**src/rtl/ir_fetch_if.sv**
```systemverilog
// Fetch-unit bus bundle: instruction-memory read port, redirect input and
// the instruction hand-off to the downstream register stage.
interface ir_fetch_if;
  logic        mem_req;
  logic [15:0] mem_addr;
  logic        mem_ack;
  logic [15:0] mem_rdata;
  logic        redirect;
  logic [15:0] redirect_pc;
  logic        instr_ready;
  logic        instr_valid;
  logic [15:0] IR;
  logic [15:0] ImR;
  logic [15:0] pc_out;

  modport master (
    output mem_req, mem_addr, instr_valid, IR, ImR, pc_out,
    input  mem_ack, mem_rdata, redirect, redirect_pc, instr_ready
  );

  modport slave (
    input  mem_req, mem_addr, instr_valid, IR, ImR, pc_out,
    output mem_ack, mem_rdata, redirect, redirect_pc, instr_ready
  );
endinterface

```
**src/rtl/ir_fetch.sv**
```systemverilog
// Instruction fetch unit: reads an instruction word plus an optional trailing
// immediate word, then holds them for the downstream stage until accepted.
module ir_fetch #(
  parameter logic [15:0] RESET_PC = 16'h0000,
  parameter logic [15:0] IMM_MASK = 16'h00F0
) (
  input  logic     clk,
  input  logic     rst_n,
  ir_fetch_if.master bus
);

  typedef enum logic [1:0] {FETCH_IR, FETCH_IMM, PRESENT} state_t;

  state_t      state, state_nx;
  logic [15:0] pc, pc_nx;
  logic [15:0] ir_q, ir_nx;
  logic [15:0] imr_q, imr_nx;
  logic [15:0] pco_q, pco_nx;
  logic        active;
  logic        mem_req;
  logic        take;

  // active holds requests off until the first edge after reset release
  always_ff @(posedge clk or negedge rst_n) begin
    if (!rst_n) begin
      state  <= FETCH_IR;
      active <= 1'b0;
    end else begin
      state  <= state_nx;
      active <= 1'b1;
    end
  end

  always_ff @(posedge clk or negedge rst_n) begin
    if (!rst_n) begin
      pc    <= RESET_PC;
      ir_q  <= '0;
      imr_q <= '0;
      pco_q <= '0;
    end else begin
      pc    <= pc_nx;
      ir_q  <= ir_nx;
      imr_q <= imr_nx;
      pco_q <= pco_nx;
    end
  end

  always_comb begin
    state_nx = state;
    pc_nx    = pc;
    ir_nx    = ir_q;
    imr_nx   = imr_q;
    pco_nx   = pco_q;
    mem_req  = active && (state != PRESENT);
    // an ack coinciding with a redirect belongs to the abandoned stream
    take     = mem_req && bus.mem_ack && !bus.redirect;

    case (state)
      FETCH_IR: begin
        if (take) begin
          ir_nx  = bus.mem_rdata;
          pco_nx = pc;
          pc_nx  = pc + 16'd1;
          if (IMM_MASK[bus.mem_rdata[15:12]]) begin
            state_nx = FETCH_IMM;
          end else begin
            imr_nx   = '0;
            state_nx = PRESENT;
          end
        end
      end
      FETCH_IMM: begin
        if (take) begin
          imr_nx   = bus.mem_rdata;
          pc_nx    = pc + 16'd1;
          state_nx = PRESENT;
        end
      end
      PRESENT: begin
        if (bus.instr_ready) state_nx = FETCH_IR;
      end
      default: state_nx = FETCH_IR;
    endcase

    if (bus.redirect) begin
      pc_nx    = bus.redirect_pc;
      state_nx = FETCH_IR;
    end
  end

  assign bus.mem_req     = mem_req;
  assign bus.mem_addr    = pc;
  assign bus.instr_valid = (state == PRESENT);
  assign bus.IR          = ir_q;
  assign bus.ImR         = imr_q;
  assign bus.pc_out      = pco_q;

endmodule

```
**src/flat_wrapper.sv**
```systemverilog
// flat-port wrapper written by rule: the top's interface ports become plain ports
module ir_fetch_flat 
#(
  parameter logic [15:0] RESET_PC = 16'h0000,
  parameter logic [15:0] IMM_MASK = 16'h00F0
)
  (clk, rst_n, bus_mem_req, bus_mem_addr, bus_instr_valid, bus_IR, bus_ImR, bus_pc_out, bus_mem_ack, bus_mem_rdata, bus_redirect, bus_redirect_pc, bus_instr_ready);
  ir_fetch_if bus_i ();
  input  logic clk;
  input  logic rst_n;
  output wire logic [$bits(bus_i.mem_req)-1:0] bus_mem_req;
  output wire logic [$bits(bus_i.mem_addr)-1:0] bus_mem_addr;
  output wire logic [$bits(bus_i.instr_valid)-1:0] bus_instr_valid;
  output wire logic [$bits(bus_i.IR)-1:0] bus_IR;
  output wire logic [$bits(bus_i.ImR)-1:0] bus_ImR;
  output wire logic [$bits(bus_i.pc_out)-1:0] bus_pc_out;
  input wire logic [$bits(bus_i.mem_ack)-1:0] bus_mem_ack;
  input wire logic [$bits(bus_i.mem_rdata)-1:0] bus_mem_rdata;
  input wire logic [$bits(bus_i.redirect)-1:0] bus_redirect;
  input wire logic [$bits(bus_i.redirect_pc)-1:0] bus_redirect_pc;
  input wire logic [$bits(bus_i.instr_ready)-1:0] bus_instr_ready;
  assign bus_mem_req = bus_i.mem_req;
  assign bus_mem_addr = bus_i.mem_addr;
  assign bus_instr_valid = bus_i.instr_valid;
  assign bus_IR = bus_i.IR;
  assign bus_ImR = bus_i.ImR;
  assign bus_pc_out = bus_i.pc_out;
  assign bus_i.mem_ack = bus_mem_ack;
  assign bus_i.mem_rdata = bus_mem_rdata;
  assign bus_i.redirect = bus_redirect;
  assign bus_i.redirect_pc = bus_redirect_pc;
  assign bus_i.instr_ready = bus_instr_ready;
  ir_fetch #(.RESET_PC(RESET_PC), .IMM_MASK(IMM_MASK)) u_core (.clk(clk), .rst_n(rst_n), .bus(bus_i));
endmodule
```
**config.mk**
```make
export PLATFORM = sky130hd
export DESIGN_NAME = ir_fetch_flat
export DESIGN_NICKNAME = d
export VERILOG_FILES = /design/src/rtl/ir_fetch_if.sv /design/src/rtl/ir_fetch.sv /design/src/flat_wrapper.sv
export SDC_FILE = /design/constraint.sdc
export NUM_CORES = 1
export LEC_CHECK = 0
export ABC_CLOCK_PERIOD_IN_PS = 1600
export BUFFER_PORTS_ARGS = -buffer_cell sky130_fd_sc_hd__buf_2
export CELL_PAD_IN_SITES_DETAIL_PLACEMENT = 0
export CELL_PAD_IN_SITES_GLOBAL_PLACEMENT = 1
export CORE_MARGIN = 4
export CORE_UTILIZATION = 34
export CTS_CLUSTER_DIAMETER = 40
export DETAILED_ROUTE_END_ITERATION = 7
export HOLD_SLACK_MARGIN = 0.08
export PLACE_DENSITY = 0.87
export SLEW_MARGIN = 20
export SYNTH_ARGS = -nofsm -noshare
export SYNTH_HDL_FRONTEND = slang
export SYNTH_SLANG_ARGS = --single-unit
```
**constraint.sdc**
```tcl
create_clock -name clk -period 1.6 [get_ports clk]
set_input_delay 0.32 -clock clk [delete_from_list [all_inputs] [get_ports clk]]
set_output_delay 0.32 -clock clk [all_outputs]
set_load 0.005 [all_outputs]
```
### After elaboration in Yosys (flattened, before gate mapping)

Memory sizes are Yosys's and may differ from the RTL's.
Index checks and enable logic that the tools add are counted.
Widths: inputs -> output; s select.

* word-level logic and storage cells: 45
* bits in read-only memories: 16
* memories: 1
* input port bits: 37
* output and inout port bits: 66
* bits in registers: 67

Memories
* (no name shown): depth 16, width 1, rd ports 1, clocked after memory_dff 0, write ports 0, RTL line ir_fetch.sv:64 `if (IMM_MASK[bus.mem_rdata[15:12]]) begin`

* $lt $le $gt $ge: 1
* add/sub/neg operators: 1
* muxes and demuxes: 14
* reductions and logical operators: 13
* equal/unequal tests: 9

Operators with widths (count)
* $mux 16: 6
* $pmux 16 s2: 1
* $add 16x1->16 const B: 1
* $mux 2: 5
* $ne 3x2->1 const B: 2
* $pmux 2 s3: 1
* $reduce_bool 2->1: 3
* $lt 4x5->1 const B: 1
* $ne 2x1->1 const B: 2
* $ne 2x2->1 const B: 2
* $reduce_and 2->1: 2
* $reduce_and 4->1: 1
* $logic_and 1x1->1: 3
* $ne 3x1->1 const B: 1
* $reduce_and 3->1: 1
* $eq 2x1->1 const B: 1
* $eq 2x2->1 const B: 1
* $logic_not 2->1: 1
* $reduce_or 2->1: 1
* $logic_not 1->1: 1
* $mux 1: 1

### Longest topological paths before layout

* depth in word-level cells: 7
* depth in mapped cells: 5
* depth with buffers taken out: 5

### Worst setup path before layout

OpenSTA, ideal clock, no wires.

* path kind: register to register
* start point: register u_core.state[1]
* end point: register u_core.pc[13], in the netlist u_core.bus.mem_addr[13]
* buffers on the path: 0
* required time: 1.476 ns
* data arrival time: 1.453 ns
* path slack: 0.023 ns
* cell stages (with the launch flop): 5
* cell sequence: dfrtp_1 nand3b_4 nor4_4 a21boi_0 o31a_1

* word-level cells in the longest chain between the ends: 6

Ends and longest elaborated chain
* start: declaration: RTL line ir_fetch.sv:14 `state_t state, state_nx;`
* start signal: assignment: RTL line ir_fetch.sv:29 `state <= state_nx;`
* $ne 2x2->1: RTL line ir_fetch.sv:54 `mem_req = active && (state != PRESENT);`
* $logic_and 1x1->1: RTL line ir_fetch.sv:54
* $logic_and 1x1->1 (2 in series): RTL line ir_fetch.sv:56 `take = mem_req && bus.mem_ack && !bus.redirect;`
* $reduce_bool 2->1 (no source line)
* $reduce_and 2->1 (no source line) (*)
* end signal: assignment: RTL line ir_fetch.sv:41 `pc <= pc_nx;`
* end: declaration: RTL line ir_fetch.sv:15 `logic [15:0] pc, pc_nx;`

Mark *: on every way between the ends. The rest lies on a longest branch, timed or not.
A chain may end at the register's enable or synchronous reset.

### Worst setup path in the final report

* start point: register u_core.state[1]
* end point: register u_core.ir_q[0], in the netlist u_core.bus.IR[0]

* word-level cells in the longest chain between the ends: 5

Ends and longest elaborated chain
* $ne 2x2->1: RTL line ir_fetch.sv:54
* $logic_and 1x1->1: RTL line ir_fetch.sv:54
* $logic_and 1x1->1 (2 in series): RTL line ir_fetch.sv:56
* $reduce_and 2->1 (no source line) (*)
* end signal: assignment: RTL line ir_fetch.sv:42 `ir_q <= ir_nx;`
* end: declaration: RTL line ir_fetch.sv:16 `logic [15:0] ir_q, ir_nx;`

Marked as above.

==> results.sh <==
export IMPL_outcome="finished, final reports clean"
export IMPL_fp_coreArea_um2=8220
export IMPL_antenna_violating_nets_post_route=0
export IMPL_gp_congestion=0.811
export IMPL_path_class="reg -> reg"
export IMPL_final_period_utilization=0.985
export IMPL_cts_path_max_buffers=2
export IMPL_yosysWarnings=0
export IMPL_grt_pass1_vias=2288
export IMPL_stdcell_count=467
export IMPL_area_growth_pct=41.1
export IMPL_synth_seq_cells=67
export IMPL_cts_tree="yes"
export IMPL_synth_area_per_cell_um2=12.7
export IMPL_ir_worst_vdd_uv=515
export IMPL_htreeDepth=3
export IMPL_track_usage=0.150
export IMPL_endpoint_kind="register"
export IMPL_cpMostUsedCell="buf_4"
export IMPL_setup_viol=0
export IMPL_rows=33
export IMPL_clk_latency_ns=0.34
export IMPL_start_util=0.349
export IMPL_cp_max_fo=7
export IMPL_drive_above_1_share=0.525
export IMPL_numPortBuffers=102
export IMPL_drc=0
export IMPL_grt_max_degree=27
export IMPL_overflow=0
export IMPL_p_leak_nw=1.96
export IMPL_first_pass_iters=4
export IMPL_maxCapViolCount=0
export IMPL_seqCellArea_um2=1680
export IMPL_cp_cell_sequence="nand3b_4 > nor3_4 > buf_4 > buf_4 > mux2_2"
export IMPL_nFillCells=757
export IMPL_placedCellCount=443
export IMPL_clock_sinks=67
export IMPL_grt_antenna_before_repair=0
export IMPL_holdWs_ns=0.196
export IMPL_clock_fmax_mhz=635
export IMPL_cp_start_kind="register"
export IMPL_crit_family="flip-flops"
export IMPL_skew_ns=0.00868
export IMPL_post_route_min_period_ns=1.58
export IMPL_rsz0062_at_grt="yes"
export IMPL_synth_distinct_cells=38
export IMPL_slowest_delay_ns=0.41
export IMPL_hold_path_class="in -> reg"
export IMPL_clkSlewWorstSetupHoldPaths_ns=0.07
export IMPL_drt_total_wl_mm=7.60
export IMPL_cp_data_required_time_ns=1.82
export IMPL_netlist_area_um2=2860
export IMPL_root_buffer="clkbuf_8"
export IMPL_die_w_um=99.8
export IMPL_slew_viol_final=0
export IMPL_slowest_stage="dfrtp_1"
export IMPL_critPathBufInv=2
export IMPL_drt_iter0_markers=68
export IMPL_p_per_area_nw_per_um2=1120
export IMPL_crit_arrival_ns=1.80
export IMPL_hold_violations=0
export IMPL_fin_nets=395
export IMPL_multiInputGateArea_um2=1190
export IMPL_num_vias=2237
export IMPL_dieArea_um2=9960
export IMPL_routed_via_density=4.79
export IMPL_ios=103
export IMPL_yosysSeqAreaShare=0.585
export IMPL_dp_hpwl_mm=5.42
export IMPL_grt_pass1_wl_mm=11.6
export IMPL_antenna_cells=0
export IMPL_wl_per_cell_um=16.3
export IMPL_syn_inst=226
export IMPL_cts_buffers=9
export IMPL_synth_fp_nets=264
export IMPL_fp_dieH_um=99.8
## final timing paths
kind                                     from                endpoint  slack, ns  cells past startpoint
hold reg to reg             u_core.bus.ImR[0]       u_core.bus.ImR[0]       0.48                      2
max in group asynchronous               rst_n        u_core.bus.IR[4]       0.61                      3
hold / removal             bus_redirect_pc[4]  u_core.bus.mem_addr[4]       0.20                      3
setup reg to reg              u_core.state[1]        u_core.bus.IR[0]       0.02                      5
setup / recovery              u_core.state[1]        u_core.bus.IR[0]       0.02                      5
min in group asynchronous               rst_n      u_core.bus.ImR[13]       0.46                      2
## final cells by class
type                       count  area share
inverter                       5     0.00464
sequential                    67       0.415
tap                          105      0.0325
multi-input combinational    144       0.295
clock inverter                 6      0.0223
timing repair buffer         130       0.199
clock buffer                  10      0.0316
## sequential cells by signal (all words and copies together) (netlist names)
name,flops
u_core.bus.ImR,16
u_core.bus.IR,16
u_core.bus.pc_out,16
u_core.bus.mem_addr,16
u_core.state,2
u_core.active,1
## cells in the final DEF (no fill, tap or decap), drive strengths merged, types with 2 or more instances in the layout
cell type / instances
buf: 127
dfrtp: 67
mux2: 33
nand2: 23
o21ai: 13
a22o: 13
clkbuf: 12
xnor2: 7
nor3: 7
inv: 5
nand3: 5
mux2i: 4
clkinvlp: 4
nand2b: 4
nor2b: 3
xor2: 3
o31a: 3
nor4: 3
nor2: 3
nor3b: 2
a31oi: 2
a22oi: 2
bufinv: 2
nand4: 2
and4: 2
## where the power goes
part,leakage (nW),switching (mW),internal [mW],total [mW]
clock network,0.0947,0.653,0.877,1.53
registers,0.829,0.157,1.95,2.11
logic,1.03,0.383,0.490,0.872
## cells in the mapped netlist (all sizes together)
library cell,count,area (um^2)
o31ai,1,7.51
a22oi,2,15.0
ha,1,12.5
and4b,1,10.0
nor3,7,40.0
nand4,2,27.5
and2,1,6.26
nand4b,1,8.76
mux2i,4,40.0
nand3b,1,20.0
and3b,1,10.0
o31a,3,26.3
mux2,33,372
a31oi,2,12.5
or3,1,6.26
xnor2,7,61.3
inv,5,18.8
a22o,13,114
conb,1,3.75
xor2,3,26.3
nor4,3,33.8
dfrtp,67,1680
clkbuf,6,22.5
a21boi,1,7.51
buf,4,20.0
nand3,5,25.0
nor3b,2,15.0
nand2,23,86.3
nor2b,3,18.8
and4,2,18.8
nor2,3,11.3
o21ai,13,65.1
nand2b,4,25.0
## repair_timing
action	in CTS	in global routing
buffers inserted	0	5
resized for setup	4	11
gates cloned	0	2
endpoints found under the hold margin	17	0
pin swaps	0	9
hold buffers	1	0
setup endpoints to repair	2	29
## metal layers
metal	up-vias	part of all wire	GRT usage	routed length, um
met4	0	0.018	0.0630	137
met1	1096	0.43	0.190	3260
met2	66	0.50	0.250	3810
li1	1064	-	-	-
met3	11	0.051	0.0292	388
met5	-	0	0	0
## worst register-to-register path, cell delays in order, from the launching register on
cell and delay (ns):
dfrtp_1 0.41, nand3b_4 0.21, nor3_4 0.17, buf_4 0.16, buf_4 0.16, mux2_2 0.34
## through the flow
stage	util	setup WS (ns)	setup TNS [ns]	instance area (um^2)	power [mW]
after floorplan	-	0.0228	0	2860	2.49
after global placement	0.445	-0.0254	-0.0254	3660	2.95
after detailed placement	0.445	-0.0150	-0.0150	3660	2.99
after CTS	0.475	0.00778	0	3900	4.54
after global routing	0.492	-0.0581	-0.790	4040	4.76
final	0.492	0.0247	0	4040	4.51
## cell families (layout without fill, tap and decap cells)
family,after synthesis,count (layout),synth area share
other cells,1,1,0.00131
fa+ha+maj,1,1,0.00437
mux,37,37,0.144
buf+inv,15,151,0.0214
simple gates,60,60,0.127
compound gates,35,35,0.0865
flops,67,67,0.585
xor+xnor,10,10,0.0306
No activity file was read; power rests on OpenSTA's default activity.
